**config.mk**
```make
export PLATFORM = sky130hd
export DESIGN_NAME = pixel_sep_stream
export DESIGN_NICKNAME = d
export VERILOG_FILES = /design/src/rtl/pixel_sep_stream.sv
export SDC_FILE = /design/constraint.sdc
export NUM_CORES = 1
export LEC_CHECK = 0
export ABC_AREA = 1
export CORE_AREA = 2 2 286 175
export CTS_CLUSTER_DIAMETER = 120
export DETAILED_ROUTE_END_ITERATION = 16
export DIE_AREA = 0 0 288 177
export PLACE_DENSITY_LB_ADDON = 0.25
export SLEW_MARGIN = 20
export SYNTH_ARGS = -nofsm -noshare
export SYNTH_HDL_FRONTEND = slang
export SYNTH_SLANG_ARGS = --single-unit
```
**constraint.sdc**
```tcl
create_clock -name clk -period 5.8 [get_ports clk]
set_clock_uncertainty 0.1 [all_clocks]
set_input_delay 0.87 -clock clk [delete_from_list [all_inputs] [get_ports clk]]
set_output_delay 0.87 -clock clk [all_outputs]
set_load 0.005 [all_outputs]
```
**src/rtl/pixel_sep_stream.sv**
```systemverilog
// pixel_sep_stream: 3-stage streaming 2x2 signed fixed-point separator.
// z1 = W11*a + W12*b, z2 = W21*a + W22*b, rounded half up, Q(FRAC_W) coefficients.
// Coefficient updates are staged in a shadow set and copied to the active
// set only at a frame boundary with the pipeline empty.
// Build option: define SEP_SAT_EN to clamp results to [0, 2^PIX_W-1];
// without it the low PIX_W bits of the rounded result are output (wrap).
module pixel_sep_stream #(
  parameter int unsigned PIX_W  = 8,
  parameter int unsigned COEF_W = 10,
  parameter int unsigned FRAC_W = 8,
  parameter int unsigned NPIX   = 65536
) (
  input  logic                       clk,
  input  logic                       rst,
  input  logic                       coef_wr,
  input  logic [1:0]                 coef_sel,
  input  logic [COEF_W-1:0]          coef_data,
  input  logic                       coef_commit,
  output logic                       commit_pend,
  input  logic                       in_valid,
  output logic                       in_ready,
  input  logic [PIX_W-1:0]           in_a,
  input  logic [PIX_W-1:0]           in_b,
  output logic                       out_valid,
  input  logic                       out_ready,
  output logic [PIX_W-1:0]           out_z1,
  output logic [PIX_W-1:0]           out_z2,
  output logic                       out_last,
  output logic [$clog2(NPIX)-1:0]    pix_idx
);

  localparam int unsigned IDX_W  = $clog2(NPIX);
  localparam int unsigned PROD_W = PIX_W + 1 + COEF_W;
  localparam int unsigned SUM_W  = PIX_W + COEF_W + 2;

  localparam logic [IDX_W-1:0]        IDX_LAST = IDX_W'(NPIX - 1);
  localparam logic signed [COEF_W-1:0] C_ONE   = COEF_W'(2**FRAC_W);
  localparam logic signed [SUM_W-1:0]  RND     = SUM_W'(2**(FRAC_W - 1));

  typedef logic signed [COEF_W-1:0] coef_t;
  typedef logic signed [PROD_W-1:0] prod_t;

  coef_t shadow_q [4];
  coef_t shadow_d [4];
  coef_t active_q [4];

  logic [IDX_W-1:0] pix_idx_q;
  logic             commit_pend_q;

  logic             s1_v_q, s1_last_q;
  logic [PIX_W-1:0] s1_a_q, s1_b_q;

  logic             s2_v_q, s2_last_q;
  prod_t            s2_p_q [4];
  prod_t            prod_d [4];

  logic             out_valid_q, out_last_q;
  logic [PIX_W-1:0] out_z1_q, out_z2_q;
  logic [PIX_W-1:0] z1_d, z2_d;

  logic advance_c, idx_zero_c, in_hs_c, empty_c, copy_c;

  assign advance_c  = !out_valid_q | out_ready;
  assign idx_zero_c = (pix_idx_q == '0);
  assign in_ready   = advance_c & !(commit_pend_q & idx_zero_c);
  assign in_hs_c    = in_valid & in_ready;
  assign empty_c    = !s1_v_q & !s2_v_q & !out_valid_q;
  assign copy_c     = commit_pend_q & idx_zero_c & empty_c;

  assign commit_pend = commit_pend_q;
  assign pix_idx     = pix_idx_q;
  assign out_valid   = out_valid_q;
  assign out_last    = out_last_q;
  assign out_z1      = out_z1_q;
  assign out_z2      = out_z2_q;

  // Shadow set with this cycle's write folded in, so a same-cycle copy sees it.
  always_comb begin
    for (int i = 0; i < 4; i++) shadow_d[i] = shadow_q[i];
    if (coef_wr) shadow_d[coef_sel] = coef_data;
  end

  // Pixel index, pending-commit flag, shadow and active coefficient sets.
  always_ff @(posedge clk) begin
    if (rst) begin
      pix_idx_q     <= '0;
      commit_pend_q <= 1'b0;
      shadow_q[0]   <= C_ONE;
      shadow_q[1]   <= '0;
      shadow_q[2]   <= '0;
      shadow_q[3]   <= C_ONE;
      active_q[0]   <= C_ONE;
      active_q[1]   <= '0;
      active_q[2]   <= '0;
      active_q[3]   <= C_ONE;
    end else begin
      if (in_hs_c) pix_idx_q <= (pix_idx_q == IDX_LAST) ? '0 : pix_idx_q + IDX_W'(1);
      commit_pend_q <= (commit_pend_q & !copy_c) | coef_commit;
      for (int i = 0; i < 4; i++) begin
        shadow_q[i] <= shadow_d[i];
        if (copy_c) active_q[i] <= shadow_d[i];
      end
    end
  end

  // S1: capture the accepted pair and its end-of-frame flag.
  always_ff @(posedge clk) begin
    if (rst) begin
      s1_v_q    <= 1'b0;
      s1_last_q <= 1'b0;
      s1_a_q    <= '0;
      s1_b_q    <= '0;
    end else if (advance_c) begin
      s1_v_q    <= in_hs_c;
      s1_last_q <= in_hs_c & (pix_idx_q == IDX_LAST);
      s1_a_q    <= in_a;
      s1_b_q    <= in_b;
    end
  end

  logic signed [PIX_W:0] a_ext, b_ext;
  assign a_ext = signed'({1'b0, s1_a_q});
  assign b_ext = signed'({1'b0, s1_b_q});

  // Four signed products against the active coefficient set.
  always_comb begin
    prod_d[0] = PROD_W'(a_ext) * PROD_W'(active_q[0]);
    prod_d[1] = PROD_W'(b_ext) * PROD_W'(active_q[1]);
    prod_d[2] = PROD_W'(a_ext) * PROD_W'(active_q[2]);
    prod_d[3] = PROD_W'(b_ext) * PROD_W'(active_q[3]);
  end

  // S2: register products.
  always_ff @(posedge clk) begin
    if (rst) begin
      s2_v_q    <= 1'b0;
      s2_last_q <= 1'b0;
      for (int i = 0; i < 4; i++) s2_p_q[i] <= '0;
    end else if (advance_c) begin
      s2_v_q    <= s1_v_q;
      s2_last_q <= s1_last_q;
      for (int i = 0; i < 4; i++) s2_p_q[i] <= prod_d[i];
    end
  end

  logic signed [SUM_W-1:0] sum1_c, sum2_c, sh1_c, sh2_c;
  assign sum1_c = SUM_W'(s2_p_q[0]) + SUM_W'(s2_p_q[1]) + RND;
  assign sum2_c = SUM_W'(s2_p_q[2]) + SUM_W'(s2_p_q[3]) + RND;
  assign sh1_c  = sum1_c >>> FRAC_W;
  assign sh2_c  = sum2_c >>> FRAC_W;

`ifdef SEP_SAT_EN
  localparam logic signed [SUM_W-1:0] PIX_MAX = SUM_W'(2**PIX_W - 1);

  function automatic logic [PIX_W-1:0] clip(input logic signed [SUM_W-1:0] v);
    if (v[SUM_W-1])      return '0;
    else if (v > PIX_MAX) return '1;
    else                 return v[PIX_W-1:0];
  endfunction

  // Clamp rounded sums into the pixel range.
  always_comb begin
    z1_d = clip(sh1_c);
    z2_d = clip(sh2_c);
  end
`else
  logic unused_wrap_bits;
  assign unused_wrap_bits = ^{sh1_c[SUM_W-1:PIX_W], sh2_c[SUM_W-1:PIX_W]};

  // Keep the low pixel bits of the rounded sums.
  always_comb begin
    z1_d = sh1_c[PIX_W-1:0];
    z2_d = sh2_c[PIX_W-1:0];
  end
`endif

  // S3: output register, held while the sink stalls.
  always_ff @(posedge clk) begin
    if (rst) begin
      out_valid_q <= 1'b0;
      out_last_q  <= 1'b0;
      out_z1_q    <= '0;
      out_z2_q    <= '0;
    end else if (advance_c) begin
      out_valid_q <= s2_v_q;
      out_last_q  <= s2_last_q;
      out_z1_q    <= z1_d;
      out_z2_q    <= z2_d;
    end
  end

endmodule

```
==> flow_metrics.py, run 1 <==
metrics = {
    "pwr": {
        "power.leakage_nw": 12.44,
        "peakVddDrop_mv": 0.2169,
        "power_density_nw_per_um2": 249.5,
        "power_mw": 5.700,
    },
    "floorplanning": {
        "die_area_um2": 50980,
        "initial_utilization_pct": 43.42,
        "num_io_pins": 70,
        "core_um2": 48560,
        "die_x_um": 288,
        "die_h_um": 177,
        "rows": 63,
    },
    "sta": {
        "drv_slew": 0,
        "setup_viol": 0,
        "relSlewSlack_pct": 29.95,
        "fin_setup_tns_ns": 0,
        "fin_hold_ws_ns": 0.3554,
        "final.min_clock_period_ns": 5.304,
        "post-route-period-util_pct": 91.45,
        "grt_setup_unrepaired": "false",
        "hold_viol_final": 0,
        "worstMarginPinSlew_ns": 1.049,
        "max_freq_mhz": 188.5,
    },
    "yosys": {
        "ys_seq_area_share_pct": 23.83,
        "synth_edf_count": 104,
        "synth_cell_type_count": 47,
        "async_flop_share_pct": 0,
        "syn_nets": 3149,
        "synth_top_area_cell": "fa_1",
        "synthFlopType": "edfxtp_1",
        "synth_area_leaders": "fa_1, edfxtp_1, inv_1, nand2_1, ha_1",
        "syn_area_per_cell_um2": 7.789,
        "syn_inst": 2707,
        "yosys_register_bits": 199,
        "netlist_area_um2": 21080,
        "synth_top_area_share_pct": 21.65,
        "yosysWarnings": 0,
    },
    "clocking": {
        "clk_latency_ns": 0.48,
        "clk_pin_slew_ns": 0.10,
        "cts_max_path_buffers": 2,
        "post_cts_buffers": 0,
        "cts.sinks": 199,
        "numCtsBuffers": 17,
        "post_cts_resized": 0,
        "root_buffer": "clkbuf_16",
        "cts_hold_buf": 0,
        "cts_max_level": 4,
        "cts_tree": "done",
    },
    "global_route": {
        "grt_pass1_vias": 16730,
        "grt_use_met1_pct": 36.34,
        "grt_usage_pct": 22.32,
        "antenna_found_initial": 0,
        "use_met2_pct": 31.30,
        "grt_pass1_wl_mm": 89.33,
        "grt_most_used_layer": "met1",
        "grtUsageMet3_pct": 2.874,
        "grt_max_degree": 86,
        "grt-ovfl-total": 0,
    },
    "critical_path": {
        "worstSetupStartpointType": "flip-flop",
        "rr_endpoint": "s2_p_q[0][32]",
        "crit_arrival_ns": 5.45,
        "cp_slowest_cell": "dfxtp_1",
        "critical_path_buf_inv_count": 4,
        "worstSetupPathType": "reg2reg",
        "critical_path_required_ns": 5.94,
        "path_max_fanout": 21,
        "path_cells": "nand2_1 > fa_1 > inv_1 > fa_1 > fa_1 > inv_1 > fa_1 > inv_1 > ha_1 > inv_1 > o21ai_0 > nor2_1 > nand3_1 > o21ai_0 > a21oi_1",
        "cp_num_cells": 15,
        "cp_slowest_stage_delay_ns": 0.90,
        "r2r_slack_ns": 0.50,
        "crit_family": "adder cells",
        "endpoint_kind": "flip-flop",
        "reg2reg_depth": 15,
        "r2r-start": "s1_b_q[1]",
    },
    "finish": {
        "area_growth_pct": 8.350,
        "layout.cells.non_filler": 3365,
        "fin_nets": 3144,
        "diodes": 0,
        "drive_gt1_share_pct": 4.125,
        "fin_util_pct": 47.05,
    },
    "worst_hold_path": {
        "min_from": "out_z2[3]",
        "holdCritPathClass": "reg2reg",
        "hold_depth": 2,
        "hold_path_end": "out_z2[3]",
    },
    "detailed_routing": {
        "dr.pass1.iters": 6,
        "antenna_left": 0,
        "drc": 0,
        "wl_mm": 53.18,
        "wire_per_inst_um": 15.80,
        "num_vias": 16800,
        "vias_per_cell": 4.993,
        "drt_iter0_drc": 1440,
    },
    "placement": {
        "gp_congestion": 0.9285,
        "dp_cells": 3333,
        "dp.final_hpwl_mm": 42.39,
        "io_buffers": 69,
    },
    "flow_run": {
        "drv_cap": 0,
    },
    "outcome": {
        "status": "completed",
    },
}
==> kinds of logic after synthesis <==
logic type                 after synthesis  share of synthesized area [%]
xor gates and xnor gates                20                         0.8308
AOI/OAI and AO/OA                      237                          6.433
buffers and inverters                  794                          14.62
adders and majority gates              408                          32.33
DFF                                    199                          23.83
muxes                                    1                        0.07119
and+or+nand+nor                       1048                          21.88
==> per-stage QoR <==
step | area, µm² | setup slack (ns)
after floorplan | 21080 | 1.454
after global placement | 22180 | 0.6686
after detailed placement | 22180 | 0.6479
after CTS | 22840 | 0.6122
after global routing | 22840 | 0.2210
final | 22840 | 0.4958
==> worst max path at each step <==
stage	from	end	slack, ns
3_5_place_dp	s1_b_q[1]	s2_p_q[0][32]	0.65
3_3_place_gp	s1_b_q[1]	s2_p_q[0][32]	0.67
6_report	s1_b_q[1]	s2_p_q[0][32]	0.50
4_1_cts	s1_b_q[1]	s2_p_q[0][32]	0.61
2_1_floorplan	s1_a_q[0]	s2_p_q[0][15]	1.45
5_1_grt	s1_b_q[1]	s2_p_q[0][32]	0.22
==> cell usage in the layout (no fill, tap or decap), types with 58 or more instances in the layout <==
cell | synthesis | layout
inv_1 | 683 | 682
nand2_1 | 631 | 631
fa_1 | 228 | 228
ha_1 | 180 | 180
nor2_1 | 170 | 170
a21oi_1 | 113 | 113
edfxtp_1 | 104 | 104
nand3_1 | 101 | 101
dfxtp_1 | 95 | 95
clkdlybuf4s50_1 | 0 | 68
o21ai_0 | 58 | 58
==> synth_stat cells, drive strengths merged, types with 40 or more instances <==
cell    number
buf         40
nand3      105
inv        688
clkbuf      64
nor3        49
dfxtp       95
a21oi      113
nor2       178
nor4        41
ha         180
edfxtp     104
fa         228
o21ai       62
nand2      635
==> worst register-to-register path, delay by kind of cell (launching register included) <==
family                     cells  cell delay, ns
DFF                            1            0.90
adders and majority gates      5            2.47
AOI/OAI and AO/OA              3            0.75
buffers and inverters          4            0.43
and+or+nand+nor                3            0.45
==> final cells by class <==
| cell class | instances | area [µm²] |
|---|---|---|
| flip-flops and latches | 199 | 5025 |
| fillers | 4832 | 25710 |
| clock buffers | 17 | 425.4 |
| repair buffers | 80 | 770.7 |
| inverters | 690 | 2590 |
| well taps | 650 | 813.3 |
| clock inverters | 15 | 244.0 |
| multi-input cells | 1714 | 12980 |
==> routing by layer <==
metal	wire (µm)	vias to the layer above
met4	647	2
met2	20610	515
met5	41	-
li1	-	8204
met3	3605	45
met1	28280	8034
==> where the power goes <==
part / switching, mW / total, mW / internal, mW
sequential: 0.231 / 1.94 / 1.71
clock: 0.758 / 1.39 / 0.632
combinational: 1.48 / 2.36 / 0.884
total: 2.47 / 5.70 / 3.23
==> sequential cells by signal (all words and copies together) (netlist names), 8 cells and up <==
register	count
shadow_q	40
active_q	40
s2_p_q	64
s1_a_q	8
out_z2	8
pix_idx	16
s1_b_q	8
out_z1	8
No activity file was read; power rests on OpenSTA's default activity.
==> inputs of run 2 (changes only) <==
--- a/config.mk
+++ b/config.mk
@@ -6,10 +6,10 @@
 export NUM_CORES = 1
 export LEC_CHECK = 0
 export ABC_AREA = 1
-export CORE_AREA = 2 2 286 175
+export CORE_AREA = 2 2 234 213
 export CTS_CLUSTER_DIAMETER = 120
 export DETAILED_ROUTE_END_ITERATION = 16
-export DIE_AREA = 0 0 288 177
+export DIE_AREA = 0 0 236 215
 export PLACE_DENSITY_LB_ADDON = 0.25
 export SLEW_MARGIN = 20
 export SYNTH_ARGS = -nofsm -noshare
==> run 2 against run 1 <==
Net effect: clock power fell by 13%; core utilization fell by 0.085 points; die area fell by 0.46%; final cell count fell by 0.42%; hold slack got worse by 0.0014 ns; setup slack improved by 0.18 ns; register-to-register slack improved by 0.18 ns; clock-buffer cell count rose by 2; via count fell by 1.1%; design area fell by 0.38%; largest cell class unchanged.
==> flow_metrics.py, run 2 (synthesis gave the netlist of run 1 again) <==
metrics = {
    "detailed_routing": {
        "drt_iter0_drc": 974,
        "drc": 0,
        "antenna_left": 0,
        "wire_per_inst_um": 14.97,
        "vias_per_cell": 4.960,
        "num_vias": 16620,
        "dr.pass1.iters": 5,
        "wl_met2_mm": 23.11,
        "routed.top_layer": "met4",
        "met3_length_mm": 2.506,
        "wl_mm": 50.16,
        "met1Wirelength_mm": 23.74,
    },
    "critical_path": {
        "rr_endpoint": "s2_p_q[0][33]",
        "worstSetupStartpointType": "flip-flop",
        "critPathLaunch": "s1_b_q[0]",
        "reg2reg_depth": 15,
        "r2r-start": "s1_b_q[0]",
        "endpoint_kind": "flip-flop",
        "path_max_fanout": 21,
        "worstSetupPathType": "reg2reg",
        "r2r_slack_ns": 0.68,
        "crit_arrival_ns": 5.37,
        "critical_path_required_ns": 6.05,
        "crit_end": "s2_p_q[0][33]",
    },
    "clocking": {
        "cts_max_path_buffers": 2,
        "cts_tree": "done",
        "cts.sinks": 199,
        "post_cts_resized": 0,
        "root_buffer": "clkbuf_16",
        "clk_latency_ns": 0.50,
        "numCtsBuffers": 17,
        "clk_pin_slew_ns": 0.08,
        "cts_max_level": 4,
        "cts_hold_buf": 0,
        "post_cts_buffers": 0,
    },
    "pwr": {
        "p_comb_share_pct": 42.4,
        "switchingPower_mw": 2.282,
        "power_frac_seq_pct": 35.4,
        "peakVddDrop_mv": 0.2173,
        "power.leakage_nw": 12.42,
        "power.share.clock_pct": 22.2,
        "power_density_nw_per_um2": 239.5,
        "switching_share_pct": 41.86,
        "p_int_mw": 3.169,
    },
    "floorplanning": {
        "die_x_um": 236,
        "rows": 77,
        "die_h_um": 215,
        "initial_utilization_pct": 43.51,
        "num_io_pins": 70,
        "core_um2": 48460,
        "die_area_um2": 50740,
    },
    "finish": {
        "layout_commonest_cell": "inv_1",
        "area_growth_pct": 7.940,
        "max_flop_register": "s2_p_q",
        "diodes": 0,
        "fin_nets": 3148,
        "largest_reg_flops": 64,
        "layout.cells.non_filler": 3351,
        "drive_gt1_share_pct": 4.229,
        "mostFrequentLayoutCells": "inv_1, nand2_1, fa_1, ha_1, nor2_1",
        "fin_util_pct": 46.96,
        "reg.largest.list": "s2_p_q x64, active_q x40, shadow_q x40",
    },
    "placement": {
        "dp.final_hpwl_mm": 39.85,
        "dp_cells": 3319,
        "io_buffers": 69,
        "gp_congestion": 0.8632,
    },
    "worst_hold_path": {
        "holdCritPathClass": "reg2reg",
        "min_from": "out_z2[7]",
    },
    "global_route": {
        "grt_usage_pct": 20.93,
        "grt_max_degree": 98,
        "grt_pass1_vias": 16570,
        "antenna_found_initial": 0,
        "grt-ovfl-total": 0,
        "grt_pass1_wl_mm": 84.76,
    },
    "sta": {
        "final.min_clock_period_ns": 5.119,
        "relSlewSlack_pct": 34.36,
        "setup_viol": 0,
        "hold_viol_final": 0,
        "worstMarginPinSlew_ns": 0.9846,
        "drv_slew": 0,
        "max_freq_mhz": 195.3,
        "fin_setup_tns_ns": 0,
        "post-route-period-util_pct": 88.26,
        "grt_setup_unrepaired": "false",
    },
    "flow_run": {
        "drv_cap": 0,
    },
    "outcome": {
        "status": "completed",
    },
}
[run 2: cell types whose count changed in the layout (fill, tap and decap cells not counted), moves of 2 or more]
cell | previous run | this run
inv_4 | 0 | 2
inv_16 | 4 | 0
buf_4 | 12 | 15
inv_6 | 0 | 2
inv_12 | 6 | 0
[run 2: area by class of cell]
class,instances,area (µm²)
timing repair buffer,84,804.5
sequential,199,5025
multi-input combinational,1714,12980
clock inverter,13,128.9
tap,632,790.8
fill,4786,25700
inverter,690,2590
clock buffer,19,442.9
[run 2: routing by layer]
layer  global-route usage [%]  vias to the layer above
met5                        0                        -
met4                    5.796                        0
met3                    3.250                       48
met2                    33.91                      392
met1                    29.12                     7966
li1                         -                     8216
[run 2: per-stage QoR]
stage | cell area [µm²] | setup WS [ns] | total power [mW] | hold WS [ns]
3_5_place_dp | 22180 | 0.7404 | 4.262 | 0.3446
5_1_grt | 22760 | 0.2973 | 5.939 | 0.3827
4_1_cts | 22750 | 0.7064 | 5.509 | 0.3581
6_report | 22760 | 0.6808 | 5.451 | 0.3540
3_3_place_gp | 22180 | 0.7113 | 4.231 | 0.3406
2_1_floorplan | 21080 | 1.454 | 3.548 | 0.3197
[run 2: how the worst min path moves through the flow]
stage                endpoint  slack, ns  depth (start not counted)
5_1_grt             out_z1[7]       0.38                          2
3_5_place_dp        out_z2[7]       0.34                          2
3_3_place_gp        out_z1[3]       0.34                          2
2_1_floorplan  shadow_q[0][8]       0.32                          2
4_1_cts             out_z2[7]       0.36                          2
6_report            out_z2[7]       0.35                          2
[run 2: worst max-delay path, stage by stage (launching register included)]
cell and delay (ns):
dfxtp_1 0.85, nand2_1 0.28, fa_1 0.59, inv_1 0.24, fa_1 0.51, fa_1 0.58
inv_1 0.06, fa_1 0.47, inv_1 0.04, ha_1 0.33, inv_1 0.07, nor3_1 0.32
nand3_1 0.14, nand3_1 0.15, o21ai_0 0.08, a21oi_1 0.16
[run 2: power groups by stage]
stage | Combinational, mW | Clock (mW) | Sequential [mW]
4_1_cts | 2.32 | 1.25 | 1.94
3_5_place_dp | 2.29 | 0 | 1.97
5_1_grt | 2.68 | 1.30 | 1.96
6_report | 2.31 | 1.21 | 1.93
2_1_floorplan | 1.75 | 0 | 1.80
3_3_place_gp | 2.26 | 0 | 1.97
==> inputs of run 3 (changes only) <==
--- a/config.mk
+++ b/config.mk
@@ -6,7 +6,9 @@
 export NUM_CORES = 1
 export LEC_CHECK = 0
 export ABC_AREA = 1
+export CAP_MARGIN = 10
 export CORE_AREA = 2 2 234 213
+export CTS_BUF_LIST = sky130_fd_sc_hd__clkbuf_2 sky130_fd_sc_hd__clkbuf_4 sky130_fd_sc_hd__clkbuf_8
 export CTS_CLUSTER_DIAMETER = 120
 export DETAILED_ROUTE_END_ITERATION = 16
 export DIE_AREA = 0 0 236 215
==> run 3 against run 2 <==
Net effect: sequential power about the same; register-to-register slack about the same; hold slack better by 0.0043 ns; critical path type unchanged; critical endpoint unchanged; largest cell class unchanged; largest power group unchanged.
==> flow_metrics.py, run 3 (synthesis gave the netlist of run 1 again) <==
metrics = {
    "outcome": {
        "status": "completed",
    },
    "detailed_routing": {
        "dr.pass1.iters": 7,
        "vias_per_cell": 4.956,
        "wl_mm": 50.04,
        "drt_iter0_drc": 1046,
        "wire_per_inst_um": 14.93,
        "drc": 0,
        "num_vias": 16610,
        "antenna_left": 0,
    },
    "floorplanning": {
        "die_x_um": 236,
        "num_io_pins": 70,
        "die_h_um": 215,
        "core_um2": 48460,
        "initial_utilization_pct": 43.51,
        "rows": 77,
        "die_area_um2": 50740,
    },
    "global_route": {
        "grt-ovfl-total": 0,
        "grt_usage_pct": 20.88,
        "grt_max_degree": 98,
        "antenna_found_initial": 0,
        "grt_pass1_vias": 16540,
        "grt_pass1_wl_mm": 84.56,
    },
    "placement": {
        "io_buffers": 69,
        "dp.final_hpwl_mm": 39.85,
        "post_dp_cell_area_um2": 22180,
        "dp_cells": 3319,
        "gp_congestion": 0.8632,
    },
    "finish": {
        "area_growth_pct": 7.050,
        "layout.cells.non_filler": 3351,
        "drive_gt1_share_pct": 4.266,
        "fin_nets": 3148,
        "largest_reg_flops": 64,
        "mostFrequentLayoutCells": "inv_1, nand2_1, fa_1, ha_1, nor2_1",
        "reg.largest.list": "s2_p_q x64, active_q x40, shadow_q x40",
        "max_flop_register": "s2_p_q",
        "layout_commonest_cell": "inv_1",
        "fin_area_um2": 22570,
        "diodes": 0,
    },
    "sta": {
        "max_freq_mhz": 195.0,
        "setup_viol": 0,
        "fin_hold_ws_ns": 0.3583,
        "fin_setup_tns_ns": 0,
        "worstMarginPinSlew_ns": 0.9852,
        "grt_setup_unrepaired": "false",
        "drv_slew": 0,
        "final.min_clock_period_ns": 5.129,
        "hold_viol_final": 0,
        "relSlewSlack_pct": 34.32,
        "post-route-period-util_pct": 88.43,
    },
    "clocking": {
        "post_cts_buffers": 0,
        "clk_pin_slew_ns": 0.12,
        "cts.sinks": 199,
        "clk_latency_ns": 0.58,
        "cts_hold_buf": 0,
        "cts_max_level": 4,
        "root_buffer": "clkbuf_8",
        "cts_max_path_buffers": 2,
        "numCtsBuffers": 17,
        "cts_tree": "done",
        "post_cts_resized": 0,
    },
    "critical_path": {
        "critical_path_required_ns": 6.14,
        "worstSetupPathType": "reg2reg",
        "endpoint_kind": "flip-flop",
        "worstSetupStartpointType": "flip-flop",
        "reg2reg_depth": 15,
        "crit_arrival_ns": 5.47,
        "path_max_fanout": 21,
    },
    "worst_hold_path": {
        "holdCritPathClass": "reg2reg",
        "hold_depth": 2,
    },
    "pwr": {
        "peakVddDrop_mv": 0.1501,
        "power.leakage_nw": 12.34,
        "power_density_nw_per_um2": 229.0,
    },
    "flow_run": {
        "drv_cap": 0,
    },
}
## run 3: metrics by stage
| step | power, mW | setup WS, ns | util, % |
|---|---|---|---|
| after floorplan | 3.548 | 1.454 | - |
| after global placement | 4.231 | 0.7113 | 45.77 |
| after detailed placement | 4.262 | 0.7404 | 45.77 |
| after CTS | 5.224 | 0.7072 | 46.57 |
| after global routing | 5.649 | 0.2954 | 46.58 |
| final | 5.168 | 0.6713 | 46.58 |
## run 3: layout make-up
class	count	area, µm²
well taps	632	790.8
inverters	690	2590
clock buffers	19	255.2
multi-input cells	1714	12980
fillers	4813	25890
repair buffers	84	804.5
clock inverters	13	128.9
flip-flops and latches	199	5025
## run 3: path summary, 6_finish.rpt
check	start	end	slack, ns
max	s1_b_q[0]	s2_p_q[0][33]	0.67
min reg2reg	out_z2[7]	out_z2[7]	0.36
max reg2reg	s1_b_q[0]	s2_p_q[0][33]	0.67
min	out_z2[7]	out_z2[7]	0.36
## run 3: critical path, cell delays in order, from the launching register on
cell and delay, ns:
dfxtp_1 0.86, nand2_1 0.28, fa_1 0.59, inv_1 0.24, fa_1 0.51, fa_1 0.58
inv_1 0.06, fa_1 0.47, inv_1 0.04, ha_1 0.33, inv_1 0.07, nor3_1 0.32
nand3_1 0.14, nand3_1 0.16, o21ai_0 0.08, a21oi_1 0.16
## run 3: layer usage
metal / GRT usage [%] / part of all wire (%)
met2: 33.81 / 46
met1: 29.14 / 47
met3: 2.826 / 4.9
met5: 0 / 0
met4: 6.285 / 1.7
## run 3: power by group
part / leakage, nW / switching, mW / internal (mW)
clock network: 0.198 / 0.597 / 0.333
registers: 1.95 / 0.217 / 1.71
logic: 10.2 / 1.43 / 0.873
